<file path="src/rtl/mcu_cmd_decoder.sv">
// mcu_cmd_decoder
//
// Turns the byte stream from the MCU parallel-bus receiver into framebuffer
// pixel writes and palette writes. Every byte is tagged as either a command
// or a data byte. A command byte always restarts decoding, and any partly
// collected arguments are thrown away. Data bytes supply the arguments for
// SET_X, SET_Y and SET_PALETTE, or the pixel values for WRITE_PIXELS.
// Pixel writes go to an X/Y cursor that advances automatically.
//
// Handshake (framebuffer side): fb_we acts as "valid" and fb_ready as
// "ready". A write completes on a rising sysclk edge where both are high.
// While fb_we=1 and fb_ready=0, fb_x/fb_y/fb_data do not change. If a new
// pixel byte arrives in the same cycle that the old write completes, the new
// write is loaded straight away. If a new pixel byte arrives while the old
// write is still stalled, the new byte is dropped and the overrun flag is set.
//
// Ports:
//   sysclk, rst       clock, asynchronous active-high reset
//   byte_valid        one-cycle strobe; byte_data/byte_is_cmd valid
//   byte_data [7:0]   received byte
//   byte_is_cmd       1 = command byte, 0 = data byte
//   fb_ready          framebuffer accepts the pending write this cycle
//   fb_we             pixel write pending (held until fb_ready)
//   fb_x/fb_y/fb_data pixel address and palette index
//   pal_we            one-cycle palette write strobe
//   pal_index/pal_rgb palette entry and {R,G,B}; hold after the strobe
//   status [2:0]      sticky flags: [0] unknown cmd, [1] range, [2] overrun
//   fsm_state [3:0]   decoder state, for debug:
//                     0 IDLE, 1 ARG_LO, 2 ARG_HI, 3 PIXELS, 4 PAL_IDX,
//                     5 PAL_R, 6 PAL_G, 7 PAL_B, 8 DISCARD
module mcu_cmd_decoder #(
  parameter int H_RES = 640,
  parameter int V_RES = 480,
  parameter int X_W   = 10,
  parameter int Y_W   = 9
) (
  input  logic           sysclk,
  input  logic           rst,
  input  logic           byte_valid,
  input  logic [7:0]     byte_data,
  input  logic           byte_is_cmd,
  input  logic           fb_ready,
  output logic           fb_we,
  output logic [X_W-1:0] fb_x,
  output logic [Y_W-1:0] fb_y,
  output logic [7:0]     fb_data,
  output logic           pal_we,
  output logic [7:0]     pal_index,
  output logic [23:0]    pal_rgb,
  output logic [2:0]     status,
  output logic [3:0]     fsm_state
);

  localparam logic [7:0] CMD_NOP       = 8'h00;
  localparam logic [7:0] CMD_SET_X     = 8'h01;
  localparam logic [7:0] CMD_SET_Y     = 8'h02;
  localparam logic [7:0] CMD_WRITE_PIX = 8'h03;
  localparam logic [7:0] CMD_SET_PAL   = 8'h04;
  localparam logic [7:0] CMD_CLR_STAT  = 8'h05;

  localparam logic [15:0]    X_LIM = 16'(H_RES);
  localparam logic [15:0]    Y_LIM = 16'(V_RES);
  localparam logic [X_W-1:0] X_MAX = X_W'(H_RES - 1);
  localparam logic [Y_W-1:0] Y_MAX = Y_W'(V_RES - 1);

  typedef enum logic [3:0] {
    IDLE    = 4'd0,
    ARG_LO  = 4'd1,
    ARG_HI  = 4'd2,
    PIXELS  = 4'd3,
    PAL_IDX = 4'd4,
    PAL_R   = 4'd5,
    PAL_G   = 4'd6,
    PAL_B   = 4'd7,
    DISCARD = 4'd8
  } state_t;

  state_t state, state_n;

  logic cmd_strobe;
  logic data_strobe;
  assign cmd_strobe  = byte_valid &  byte_is_cmd;
  assign data_strobe = byte_valid & ~byte_is_cmd;

  // Arguments are collected here and are only used once the last byte
  // arrives. Because of that, an abort never needs to clear them.
  logic           arg_is_y;
  logic [7:0]     arg_lo;
  logic [7:0]     pal_idx_s;
  logic [7:0]     pal_r_s;
  logic [7:0]     pal_g_s;
  logic [X_W-1:0] cur_x;
  logic [Y_W-1:0] cur_y;

  logic [15:0] arg_val;
  assign arg_val = {byte_data, arg_lo};

  assign fsm_state = state;

  // State register
  always_ff @(posedge sysclk or posedge rst) begin
    if (rst) state <= IDLE;
    else     state <= state_n;
  end

  // Next-state logic. A command byte wins in every state.
  always_comb begin
    state_n = state;
    if (cmd_strobe) begin
      unique case (byte_data)
        CMD_SET_X, CMD_SET_Y:   state_n = ARG_LO;
        CMD_WRITE_PIX:          state_n = PIXELS;
        CMD_SET_PAL:            state_n = PAL_IDX;
        CMD_NOP, CMD_CLR_STAT:  state_n = IDLE;
        default:                state_n = DISCARD;
      endcase
    end else if (data_strobe) begin
      unique case (state)
        ARG_LO:  state_n = ARG_HI;
        ARG_HI:  state_n = IDLE;
        PAL_IDX: state_n = PAL_R;
        PAL_R:   state_n = PAL_G;
        PAL_G:   state_n = PAL_B;
        PAL_B:   state_n = IDLE;
        default: state_n = state;   // IDLE, DISCARD ignore; PIXELS stays
      endcase
    end
  end

  // Datapath: cursor, argument staging, registered outputs, status
  always_ff @(posedge sysclk or posedge rst) begin
    if (rst) begin
      arg_is_y  <= 1'b0;
      arg_lo    <= '0;
      pal_idx_s <= '0;
      pal_r_s   <= '0;
      pal_g_s   <= '0;
      cur_x     <= '0;
      cur_y     <= '0;
      fb_we     <= 1'b0;
      fb_x      <= '0;
      fb_y      <= '0;
      fb_data   <= '0;
      pal_we    <= 1'b0;
      pal_index <= '0;
      pal_rgb   <= '0;
      status    <= '0;
    end else begin
      pal_we <= 1'b0;
      // A write completes when fb_we and fb_ready are both high. A pixel
      // loaded below in the same cycle overrides this clear.
      if (fb_we && fb_ready) fb_we <= 1'b0;

      if (cmd_strobe) begin
        if (byte_data == CMD_SET_X) arg_is_y <= 1'b0;
        if (byte_data == CMD_SET_Y) arg_is_y <= 1'b1;
        if (byte_data == CMD_CLR_STAT) status <= '0;
        if (byte_data > CMD_CLR_STAT) status[0] <= 1'b1;
      end else if (data_strobe) begin
        unique case (state)
          ARG_LO: arg_lo <= byte_data;
          ARG_HI: begin
            if (!arg_is_y) begin
              if (arg_val >= X_LIM) status[1] <= 1'b1;
              else                  cur_x <= arg_val[X_W-1:0];
            end else begin
              if (arg_val >= Y_LIM) status[1] <= 1'b1;
              else                  cur_y <= arg_val[Y_W-1:0];
            end
          end
          PIXELS: begin
            if (fb_we && !fb_ready) begin
              // The previous write is still stalled, so drop this byte.
              status[2] <= 1'b1;
            end else begin
              fb_we   <= 1'b1;
              fb_x    <= cur_x;
              fb_y    <= cur_y;
              fb_data <= byte_data;
              if (cur_x == X_MAX) begin
                cur_x <= '0;
                cur_y <= (cur_y == Y_MAX) ? '0 : cur_y + Y_W'(1);
              end else begin
                cur_x <= cur_x + X_W'(1);
              end
            end
          end
          PAL_IDX: pal_idx_s <= byte_data;
          PAL_R:   pal_r_s   <= byte_data;
          PAL_G:   pal_g_s   <= byte_data;
          PAL_B: begin
            pal_we    <= 1'b1;
            pal_index <= pal_idx_s;
            pal_rgb   <= {pal_r_s, pal_g_s, byte_data};
          end
          default: ;
        endcase
      end
    end
  end

endmodule

</file>
<file path="config.mk">
export PLATFORM = sky130hd
export DESIGN_NAME = mcu_cmd_decoder
export DESIGN_NICKNAME = d
export VERILOG_FILES = /design/src/rtl/mcu_cmd_decoder.sv
export SDC_FILE = /design/constraint.sdc
export NUM_CORES = 1
export LEC_CHECK = 0
export ABC_AREA = 1
export ABC_CLOCK_PERIOD_IN_PS = 6600
export BUFFER_PORTS_ARGS = -buffer_cell sky130_fd_sc_hd__buf_2
export CAP_MARGIN = 20
export CORE_AREA = 5 5 118 120
export CTS_CLUSTER_DIAMETER = 150
export CTS_CLUSTER_SIZE = 28
export DETAILED_ROUTE_END_ITERATION = 7
export DIE_AREA = 0 0 123 125
export GPL_TIMING_DRIVEN = 0
export SLEW_MARGIN = 0
export SYNTH_ARGS = -nofsm -noshare
export SYNTH_HDL_FRONTEND = slang
export SYNTH_SLANG_ARGS = --single-unit
export TNS_END_PERCENT = 1
</file>
<file path="constraint.sdc">
create_clock -name sysclk -period 6.6 [get_ports sysclk]
set_input_delay 0.66 -clock sysclk [delete_from_list [all_inputs] [get_ports sysclk]]
set_output_delay 0.66 -clock sysclk [all_outputs]
set_load 0.05 [all_outputs]
</file>
Word level (Yosys, flattened, before mapping)
Cells that the tools add are included.

Register bits after elaboration: 120. Logic and storage cells: 114.

Add/subtract/negate cells: 2. $lt $le $gt $ge: 3. Equality and inequality tests: 22. Mux-type cells: 35. Bitwise gates (word level): 5. Reductions and logical operators: 29.

Operators with widths (count): 9-bit 2-to-1 mux (5); 10-bit 2-to-1 mux (4); 10-bit case mux with 2 select lines (1); 4-bit case mux with 5 select lines (1); 9-bit case mux with 2 select lines (1); 1-bit 2-to-1 mux (17); 4-bit by 3-bit == test with 1-bit output, second input constant (4); 8-bit by 2-bit == test with 1-bit output, second input constant (2); 8-bit by 3-bit == test with 1-bit output, second input constant (2); 16-bit by 10-bit greater-or-equal comparator with 1-bit output, second input constant (1); 16-bit by 9-bit greater-or-equal comparator with 1-bit output, second input constant (1); 4-bit case mux with 4 select lines (1); 3-bit AND reduction (5); 2-bit nonzero test (7); 2-bit inequality test, second input constant (6); 10-bit by 1-bit adder with 10-bit output, second input constant (1); 10-bit == test, second input constant (1); 9-bit by 1-bit adder with 9-bit output, second input constant (1); 9-bit == test, second input constant (1); 4-bit by 2-bit == test with 1-bit output, second input constant (2); 8-bit by 1-bit == test with 1-bit output, second input constant (1); 8-bit by 3-bit > comparator with 1-bit output, second input constant (1); 8-bit logical NOT (1); 4-bit 2-to-1 mux (2); other kinds (17) (27).

Longest topological paths before layout
Depth in word-level cells: 6. Depth in mapped cells: 10. Gate-level depth less buffers: 10.

Worst setup path before layout
No wires, ideal clock.

Kind: register -> register. Start: register state[2] (netlist: fsm_state[2]). End: register pal_g_s[0]. Data arrival time: 1619 ps. Slack: 4850 ps. Stages on the path, launching flop included: 7. Buffers on the path: 1. Path through: dfrtp_1 nand2_1 nor2_1 nand3_1 clkbuf_1 nand2_1 o21ai_0.

Longest elaborated chain between the ends: 2.

Ends and longest elaborated chain: start, declared (line 78) `state_t state, state_n;`; start signal, assigned (line 103) `else state <= state_n;`; 4-bit by 3-bit == test with 1-bit output (line 160) `unique case (state)`; 3-bit AND reduction (no source line); end signal, assigned (line 190) `PAL_G: pal_g_s <= byte_data;`; end, declared (line 91) `logic [7:0] pal_g_s;`.

No other way between the ends. A chain may end at the register's enable or synchronous reset.

Worst setup path in the final report
Start: register state[1] (netlist: fsm_state[1]). End: output fsm_state[1].

RTL lines: end, declared (line 51) `output logic [3:0] fsm_state`.

No word-level cell between the ends.

==> out/metrics.yaml <==
post_dp_cell_area_um2: 5870
cts_buffers: 17
synth_top_cell_area_share_pct: 57.5
nets: 736
cp.required_ns: 5.94
first_pass_iters: 7
slew_headroom_pct: 64.9
post_cts_buffers: 0
die-area_um2: 15400
seq_area_frac_synth_pct: 57.5
cts_resized: 0
cts_htree_levels: 4
clock-sinks: 120
synth_cell_types: 30
clock_latency_ns: 0.41
dp_hpwl_um: 9650
io_pins: 81
cts_tree: "built"
cts_hold_buf: 0
gp_congestion: 0.872
core_area_um2: 12900
final_util_pct: 50.1
setup_ws_ns: 4.74
diodes: 0
finalSetupViolCount: 0
synthCells: 622
ys_ff_latch: 120
design_area_um2: 6450
path_max_fanout: 8
place_ws_ns: 4.35
synth_common_cells: "nand2_1, dfrtp_1, o21ai_0, inv_1, nand3_1"
area_delta_synth_final_pct: 23.3
slowest_delay_ns: 0.48
finalWirelength_um: 13200
cp_slowest_cell: "dfrtp_1"
async_reset_ff_share_pct: 100
fin_crit_sh_pct: 28.1
rows: 42
fin_crit_ns: 1.86
cts_root_buffer: "clkbuf_16"
worst_pin_slew_ns: 0.527
antenna_left: 0
crit_buf_inv: 1
start_util_pct: 40.6
place_inst: 878
grt_pass1_vias: 4421
drc_errors: 0
synth_area_um2: 5230
rrSetupSlack_ns: 4.75
arrival_ns: 1.20
routedWlPerCell_um: 14.5
cts.clk_slew.worst_paths_ns: 0.05
total_power_mw: 3.15
synth_edf_count: 0
clock.fmax_ghz: 0.539
grt_max_degree: 91
yosysTopAreaCell: "dfrtp_1"
viasPerCell: 4.94
setup_tns_ns: 0
syn_avg_cell_area_um2: 8.40
crit_type: "flip-flop to output pin"
synthTopCellsByArea: "dfrtp_1, nand2_1, o21ai_0"
port_buffers: 79
drive_gt1_share_pct: 17.5
max_cap_viol_count: 0
leakagePower_nw: 3.45
final_cells: 909
drt_iter0_markers: 295
hold_viol: 0
syn_nets: 637
grt-ovfl-total: 0
worstSetupStartpointType: "flip-flop"
rr_startpoint: "fsm_state[3]"
timing.hold.ws_ns: 0.223
die_x_um: 123
path_cells: "buf_2"
cts_buffer_depth: 2
worstSetupStartpoint: "fsm_state[1]"
post-synth-top-count-cell: "nand2_1"
yosys_warnings: 0
vias: 4489
maxSlewViolCount: 0
antenna_found_initial: 0
die_height_um: 125
finalClockSkew_ns: 0.0111
ir_drop_uv: 272
power_density_nw_per_um2: 489
cpLargestDelayFamily: "flip-flops"
hp-class: "input port to async pin"
setup.worst_path.end_class: "output pin"
status: "finished, final reports clean"
synth_top_flop_cell: "dfrtp_1"
grt_usage_pct: 18.0
rsz0062_at_grt: "no"
grt_pass1_wl_um: 21700
## kinds of logic after synthesis
logic type / synth area share (%)
AND/OR/NAND/NOR: 24.3
AO/OA/AOI/OAI: 11.0
multiplexers: 0.215
flip-flops: 57.5
XOR/XNOR: 0.838
buffers and inverters: 5.70
adder cells (fa/ha/maj): 0.479
## power by group
group / internal [mW] / switching (mW)
combinational: 0.280 / 0.813
sequential: 0.988 / 0.185
clock: 0.561 / 0.325
total: 1.83 / 1.32
## placed cells by master (no fill, tap or decap), drive strengths merged, types with 4 or more instances in the layout
cell type / instances
inv: 56
nand4: 8
nand2: 232
o21ai: 98
clkinv: 8
nor2: 31
nor3: 6
nand3: 29
dfrtp: 120
buf: 84
clkbuf: 34
xor2: 4
## routing by layer
metal / global-route usage (%) / up-vias / wire length [um]
met2: 28.9 / 125 / 6320
li1: - / 2189 / -
met4: 7.69 / 0 / 289
met3: 4.52 / 24 / 707
met5: 0 / - / 0
met1: 23.0 / 2151 / 5890
## sequential cells by signal, indices dropped and copies added, names as in the netlist, 8 cells and up
signal,flops
pal_rgb,24
cur_x,10
fb_x,10
cur_y,9
fb_y,9
arg_lo,8
fb_data,8
pal_g_s,8
pal_idx_s,8
pal_index,8
pal_r_s,8
## worst paths after layout
check	to	cells after the start
worst max-delay path	fsm_state[1]	1
worst min-delay path	fsm_state[3]	2
worst max register to register	fb_data[3]	7
worst min register to register	pal_rgb[20]	2
max in group asynchronous	fb_y[8]	3
min in group sysclk	pal_rgb[20]	2
## layout make-up
class,count,area [um^2]
buffer,19,82.6
clock buffer,19,443
clock inverter,12,129
fill,1297,6430
inverter,57,220
multi-input combinational,426,1930
sequential,120,3000
tap,176,220
timing repair buffer,80,423
(Power assumes the default switching activity.)
